File: src/rtl/counter_sweep_ctrl.sv
// Sweep sequencer for the 8-bit up/down counter.
// Loads a start value, counts to a stop value, repeats the pass N times.
module counter_sweep_ctrl #(
   parameter int WIDTH  = 8,
   parameter int LOOP_W = 4
) (
   input  logic              clk,
   input  logic              rst,
   input  logic              start,
   input  logic              abort,
   input  logic [WIDTH-1:0]  cfg_start,
   input  logic [WIDTH-1:0]  cfg_stop,
   input  logic              cfg_dir,
   input  logic [LOOP_W-1:0] cfg_loops,
   input  logic [WIDTH-1:0]  count,
   output logic              mode,
   output logic              clr,
   output logic              ld,
   output logic [WIDTH-1:0]  d_in,
   output logic              busy,
   output logic              done,
   output logic [LOOP_W-1:0] pass_cnt
);

   typedef enum logic [2:0] {
      S_CLR,
      S_IDLE,
      S_LOAD,
      S_RUN,
      S_DONE
   } state_t;

   state_t state;
   state_t state_nx;

   logic [WIDTH-1:0]  start_r;
   logic [WIDTH-1:0]  stop_r;
   logic              dir_r;
   logic [LOOP_W-1:0] loops_r;

   logic              at_stop;
   logic [LOOP_W:0]   passes_eff;
   logic [LOOP_W:0]   passes_next;
   logic              last_pass;
   logic              accept;

   assign at_stop     = (count == stop_r);
   assign passes_eff  = (loops_r == '0) ? {{LOOP_W{1'b0}}, 1'b1}
                                        : {1'b0, loops_r};
   assign passes_next = {1'b0, pass_cnt} + {{LOOP_W{1'b0}}, 1'b1};
   assign last_pass   = (passes_next >= passes_eff);
   assign accept      = (state == S_IDLE) && start && !abort;

   // State register; reset and abort both funnel through CLR.
   always_ff @(posedge clk or posedge rst) begin
      if (rst) state <= S_CLR;
      else     state <= state_nx;
   end

   // Sweep configuration is captured once, when a sweep is accepted.
   always_ff @(posedge clk or posedge rst) begin
      if (rst) begin
         start_r <= '0;
         stop_r  <= '0;
         dir_r   <= 1'b0;
         loops_r <= '0;
      end else if (accept) begin
         start_r <= cfg_start;
         stop_r  <= cfg_stop;
         dir_r   <= cfg_dir;
         loops_r <= cfg_loops;
      end
   end

   // Completed-pass counter; cleared on abort, in CLR and on a new sweep.
   always_ff @(posedge clk or posedge rst) begin
      if (rst) begin
         pass_cnt <= '0;
      end else if (abort || state == S_CLR || accept) begin
         pass_cnt <= '0;
      end else if (state == S_RUN && at_stop) begin
         pass_cnt <= pass_cnt + 1'b1;
      end
   end

   // Next-state and counter-control decode; hold is ld=1 with d_in=count.
   always_comb begin
      state_nx = state;
      mode     = 1'b0;
      clr      = 1'b0;
      ld       = 1'b0;
      d_in     = '0;
      busy     = 1'b0;
      done     = 1'b0;
      unique case (state)
         S_CLR: begin
            clr      = 1'b1;
            state_nx = S_IDLE;
         end
         S_IDLE: begin
            ld   = 1'b1;
            d_in = count;
            if (start) state_nx = S_LOAD;
         end
         S_LOAD: begin
            ld       = 1'b1;
            d_in     = start_r;
            busy     = 1'b1;
            state_nx = S_RUN;
         end
         S_RUN: begin
            mode = dir_r;
            busy = 1'b1;
            if (at_stop) begin
               ld       = 1'b1;
               d_in     = count;
               state_nx = last_pass ? S_DONE : S_LOAD;
            end
         end
         S_DONE: begin
            done     = 1'b1;
            ld       = 1'b1;
            d_in     = count;
            state_nx = S_IDLE;
         end
         default: state_nx = S_CLR;
      endcase
      if (abort && state != S_CLR) state_nx = S_CLR;
   end

endmodule

File: config.mk
export PLATFORM = sky130hd
export DESIGN_NAME = counter_sweep_ctrl
export DESIGN_NICKNAME = d
export VERILOG_FILES = /design/src/rtl/counter_sweep_ctrl.sv
export SDC_FILE = /design/constraint.sdc
export NUM_CORES = 1
export LEC_CHECK = 0
export CAP_MARGIN = 20
export CORE_ASPECT_RATIO = 2
export CORE_UTILIZATION = 30
export DETAILED_ROUTE_END_ITERATION = 12
export SETUP_SLACK_MARGIN = 0.2
export SKIP_CTS_REPAIR_TIMING = 1
export SLEW_MARGIN = 20
export SYNTH_ARGS = -nofsm -noshare
export SYNTH_HDL_FRONTEND = slang
export SYNTH_SLANG_ARGS = --single-unit
File: constraint.sdc
create_clock -name clk -period 4.2 [get_ports clk]
set_input_delay 0.84 -clock clk [delete_from_list [all_inputs] [get_ports clk]]
set_output_delay 0.84 -clock clk [all_outputs]
set_load 0.02 [all_outputs]
==> results of run 1 <==
cell families (layout without fill, tap and decap cells):
kind of cell / count (synthesis) / after routing / share of synthesized area (%)
flip-flops: 28 / 28 / 43.7
buffers and inverters: 16 / 61 / 4.68
AND/OR/NAND/NOR: 40 / 40 / 14.4
XOR/XNOR: 12 / 12 / 6.55
multiplexers: 19 / 19 / 13.3
adder cells (fa/ha/maj): 5 / 5 / 3.90
AO/OA/AOI/OAI: 33 / 33 / 13.6
worst max path at each step:
| stage | to | slack, ps | cells after the start |
|---|---|---|---|
| floorplan | d_in[3] | 1410 | 6 |
| global placement | ld | 270 | 7 |
| detailed placement | ld | 260 | 7 |
| CTS | ld | 250 | 7 |
| global route | ld | 310 | 7 |
| finish | ld | 410 | 7 |
state kept, by name (all words and copies together) (netlist names):
signal / count
state: 3
loops_r: 4
start_r: 8
stop_r: 8
dir_r: 1
pass_cnt: 4
cell usage in the layout, fill, tap and decap left out, types with 2 or more instances in the layout:
cell,netlist,final
clkdlybuf4s50_1,0,49
dfrtp_1,28,28
mux2_2,18,18
nand2_1,13,13
xnor2_1,11,11
o22ai_1,10,10
a22oi_1,8,8
nor2_1,7,7
o21ai_0,6,6
inv_1,6,5
ha_1,5,5
nor2b_1,5,4
nand2b_1,3,3
clkbuf_8,0,3
buf_4,3,3
nand4_2,2,2
a21o_1,2,2
a31oi_1,2,2
layout make-up:
cell class                      instances  share of cell area [%]
Multi-Input combinational cell        109                    38.1
Sequential cell                        28                    32.1
Timing Repair Buffer                   52                    23.5
Tap cell                               58                    3.33
Clock buffer                            3                    1.89
Inverter                                6                    1.03
metal layers:
layer | track usage, % | part of all wire, % | up-vias
li1 | - | - | 636
met1 | 17.0 | 37 | 628
met2 | 26.9 | 57 | 37
met3 | 1.73 | 3.4 | 10
met4 | 7.71 | 3.0 | 0
met5 | 0 | 0 | -
power groups by stage:
stage	registers, W	clock network (W)	logic (W)
after floorplan	0.000424	0	0.000336
after global placement	0.000459	0	0.000455
after detailed placement	0.000461	0	0.000461
after CTS	0.000455	0.000152	0.000464
after global routing	0.000471	0.000165	0.000504
final	0.000454	0.000143	0.000457
stage by stage:
stage | setup WS [ps] | cells | power, W | hold WS, ps | util [%]
final | 410 | 256 | 0.00105 | 509 | 42.4
after global routing | 308 | 256 | 0.00114 | 555 | 42.4
after CTS | 252 | 256 | 0.00107 | 512 | 42.4
after detailed placement | 258 | 253 | 0.000922 | 490 | 41.6
after global placement | 274 | 253 | 0.000914 | 484 | 41.6
after floorplan | 1410 | 153 | 0.000760 | 473 | -
==> flow_metrics.py, run 1 <==
metrics = {
    "clock_tree": {
        "ctsRootBufferMaster": "clkbuf_8",
        "numCtsBuffers": 3,
        "cts_sinks": 28,
        "clk_path_buf_depth": 2,
        "clk_latency_ps": 270,
        "clkSlewWorstSetupHoldPaths_ps": 90,
        "tritoncts": "done",
        "htreeDepth": 1,
    },
    "worst_setup_path": {
        "cpPeakStageDelay_ps": 650,
        "r2r-end": "state[2]",
        "r2r-start": "pass_cnt[0]",
        "worst_ep_arrival_time_ps": 2950,
        "cpMostUsedCell": "clkdlybuf4s50_1",
        "cp_slowest_cell": "clkdlybuf4s50_1",
        "r2r_slack_ps": 2250,
        "crit_type": "in2out",
        "crit_buf_inv": 2,
        "worst-endpoint-required_ps": 3360,
        "cp_cell_sequence": "clkdlybuf4s50_1, xnor2_1, nand4_2, nor2_1, nor2b_2, o22ai_1, clkdlybuf4s50_1",
        "cp-startpoint": "count[0]",
        "reg2reg_depth": 6,
        "crit_path_start_kind": "primary input",
        "cp_max_fo": 10,
        "crit_path_end_kind": "output pin",
        "cp_top_family": "buffers and inverters",
    },
    "hold_path": {
        "holdPathStages": 1,
        "hold_path.class": "reg2reg",
        "hold_path_end": "dir_r",
        "min_from": "dir_r",
    },
    "timing": {
        "finalHoldViolCount": 0,
        "setup_viol": 0,
        "rsz0062_at_grt": "false",
        "tightest_slew_ps": 746,
        "timing.final.crit_share_pct": 90.2,
        "finClkSkew_ps": 4.52,
        "fmax_mhz": 264,
        "setup_tns_ps": 0,
        "fin_crit_ps": 3790,
        "slew_violations": 0,
        "max-slew-margin-rel_pct": 50.2,
    },
    "routing": {
        "dr.pass1.iters": 4,
        "ant_nets": 0,
        "wl_per_cell_um": 14.9,
        "via_per_inst": 5.12,
        "drc": 0,
        "initialDrtViolationCount": 24,
        "vias": 1311,
        "wl_um": 3800,
    },
    "logic_synthesis": {
        "syn-num-nets": 191,
        "synth_edf_count": 0,
        "synth_ff_type": "dfrtp_1",
        "ys_types": 36,
        "ys_top_cells_by_area": "dfrtp_1, mux2_2, xnor2_1",
        "yosysMostFrequentCell": "dfrtp_1",
        "netlist_top_cells_count": "dfrtp_1, mux2_2, nand2_1",
        "yosysTopAreaCellShare_pct": 43.7,
        "synth_top_area_cell": "dfrtp_1",
        "ys_warn_count": 0,
        "ys_seq_area_share_pct": 43.7,
        "syn_avg_cell_area_um2": 10.5,
        "synth.ff_latch_count": 28,
        "async_reset_ff_share_pct": 100,
        "synthCells": 153,
        "synth.cell_area_um2": 1600,
    },
    "power": {
        "ir_drop_mv": 0.303,
        "power.internal_w": 0.000690,
        "p_sw_w": 0.000364,
        "clockPowerShare_pct": 13.6,
        "switching_share_pct": 34.5,
        "p_seq_share_pct": 43.1,
        "p_per_area_nw_per_um2": 483,
        "pwr-share-comb_pct": 43.4,
        "p_leak_nw": 0.882,
    },
    "run": {
        "max-cap-violations": 0,
    },
    "floorplan": {
        "die_area_um2": 5660,
        "die_y_um": 105,
        "start_util_pct": 31.2,
        "coreArea_um2": 5140,
        "ioPinCount": 50,
        "num_rows": 37,
        "die_x_um": 53.7,
    },
    "grt": {
        "grt_usage_pct": 15.4,
        "grt_first_pass_wirelength_um": 6340,
        "overflow": 0,
        "grt_pass1_vias": 1359,
        "antenna_found_initial": 0,
        "grt_max_degree": 29,
    },
    "place": {
        "place_congestion": 0.797,
        "port_buffers": 49,
        "hpwl_um": 2970,
        "postPlaceCellArea_um2": 2140,
    },
    "final_layout": {
        "nNetsFinal": 238,
        "syn_to_final_growth_pct": 36.0,
        "n_antenna_cell": 0,
        "ff_latch_area_um2": 701,
        "fillCellCount": 512,
        "multi_input_area_um2": 831,
        "drive_gt1_share_pct": 15.7,
        "fin_area_um2": 2180,
    },
    "outcome": {
        "status": "completed",
    },
}
No activity file was read; power rests on OpenSTA's default activity.
==> run 2: changes to the inputs <==
==> constraint.sdc (replaced) <==
create_clock -name clk -period 4.2 [get_ports clk]
set_input_delay 0.42 -clock clk [delete_from_list [all_inputs] [get_ports clk]]
set_output_delay 0.42 -clock clk [all_outputs]
set_load 0.02 [all_outputs]
==> run 2 against run 1 <==
Effect of this change: clock skew increased by 1.6 ps; clock-buffer cell count increased by 1; flip-flop and latch count unchanged; combinational power decreased by 1%; clock power increased by 15%; critical path type unchanged; largest cell class unchanged; highest routed layer unchanged.
==> flow_metrics.py, run 2 (synthesized netlist as in run 1, its figures left out) <==
metrics = {
    "grt": {
        "antenna_found_initial": 0,
        "grt_max_degree": 21,
        "overflow": 0,
        "grt_first_pass_wirelength_um": 6270,
        "grt_pass1_vias": 1338,
        "grt_usage_pct": 14.9,
    },
    "place": {
        "pre_cts_slack_ps": 1100,
        "dp.cells": 252,
        "port_buffers": 49,
        "place_congestion": 0.791,
        "hpwl_um": 3020,
    },
    "routing": {
        "wl_per_cell_um": 14.7,
        "ant_nets": 0,
        "vias": 1293,
        "via_per_inst": 5.05,
        "dr.pass1.iters": 4,
        "wl_um": 3770,
        "initialDrtViolationCount": 12,
        "drc": 0,
    },
    "run": {
        "max-cap-violations": 0,
    },
    "timing": {
        "finalHoldViolCount": 0,
        "finalWorstSetupSlack_ps": 1110,
        "tightest_slew_ps": 876,
        "rsz0062_at_grt": "false",
        "slew_violations": 0,
        "setup_viol": 0,
        "finClkSkew_ps": 6.13,
        "fin_crit_ps": 3090,
        "setup_tns_ps": 0,
        "fmax_mhz": 324,
        "max-slew-margin-rel_pct": 41.5,
        "timing.final.crit_share_pct": 73.5,
    },
    "final_layout": {
        "ff_latch_area_um2": 701,
        "final_cell_mix": "clkdlybuf4s50_1, dfrtp_1, mux2_2",
        "reg_top3": "start_r x8, stop_r x8",
        "final_cells": 256,
        "final_common_cell": "clkdlybuf4s50_1",
        "syn_to_final_growth_pct": 36.7,
        "nNetsFinal": 237,
        "drive_gt1_share_pct": 14.6,
        "postLayoutCoreUtil_pct": 42.7,
        "multi_input_area_um2": 828,
        "n_antenna_cell": 0,
        "fillCellCount": 509,
    },
    "floorplan": {
        "die_area_um2": 5660,
        "num_rows": 37,
        "coreArea_um2": 5140,
        "start_util_pct": 31.2,
        "die_y_um": 105,
        "ioPinCount": 50,
        "die_x_um": 53.7,
    },
    "clock_tree": {
        "cts_sinks": 28,
        "numCtsBuffers": 3,
        "htreeDepth": 1,
        "ctsRootBufferMaster": "clkbuf_8",
        "clk_latency_ps": 270,
        "clk_path_buf_depth": 2,
        "clkSlewWorstSetupHoldPaths_ps": 90,
        "tritoncts": "done",
    },
    "worst_setup_path": {
        "r2r-end": "stop_r[6]",
        "crit_path_start_kind": "primary input",
        "worst_ep_arrival_time_ps": 2670,
        "crit_path_end_kind": "output pin",
        "worst-endpoint-required_ps": 3780,
        "r2r-start": "state[0]",
        "crit_type": "in2out",
        "reg2reg_depth": 4,
        "cp_max_fo": 10,
        "r2r_slack_ps": 1730,
    },
    "power": {
        "p_per_area_nw_per_um2": 490,
        "p_total_w": 0.00107,
        "ir_drop_mv": 0.333,
        "p_leak_nw": 0.887,
    },
    "hold_path": {
        "hold_path.class": "reg2reg",
        "min_from": "dir_r",
        "hold_path_end": "dir_r",
        "holdPathStages": 1,
    },
    "outcome": {
        "status": "completed",
    },
}
==> run 2: area by class of cell <==
| type | count | share of cell area, % |
|---|---|---|
| clock buffers | 4 | 2.51 |
| multi-input cells | 109 | 37.8 |
| flip-flops and latches | 28 | 32.0 |
| inverters | 6 | 1.03 |
| well taps | 58 | 3.31 |
| repair buffers | 51 | 23.4 |
==> run 2: stage by stage <==
stage          area [um2]  hold slack (ps)
6_report             2190              514
5_1_grt              2190              544
4_1_cts              2190              518
3_5_place_dp         2140              495
3_3_place_gp         2120              484
2_1_floorplan        1600              473
==> run 2: worst max path at each step <==
stage	startpoint	endpoint	depth (start not counted)
after floorplan	count[4]	d_in[3]	6
after global placement	count[0]	d_in[3]	7
after detailed placement	count[3]	d_in[3]	7
after CTS	count[3]	d_in[3]	7
after global routing	count[3]	d_in[3]	7
final	count[3]	d_in[3]	7
==> run 2: critical path, stage by stage <==
cell and delay (ps):
clkdlybuf4s50_1 470, xnor2_1 170, nand4_2 150, nor2_1 80, nor2b_1 590, o22ai_1 210, clkdlybuf4s50_1 570
==> run 2: routing by layer <==
| layer | vias to the layer above | wire (um) | track usage, % |
|---|---|---|---|
| met2 | 28 | 2140 | 26.5 |
| met5 | - | 0 | 0 |
| met3 | 4 | 114 | 1.73 |
| met1 | 629 | 1450 | 17.2 |
| met4 | 0 | 72 | 5.26 |
| li1 | 632 | - | - |
==> run 2: power by group <==
| group | leakage (nW) | total [W] | switching [W] | internal [W] |
|---|---|---|---|---|
| Sequential | 0.344 | 0.000458 | 0.0000808 | 0.000377 |
| Combinational | 0.514 | 0.000452 | 0.000205 | 0.000247 |
| Clock | 0.0288 | 0.000164 | 0.0000804 | 0.0000838 |
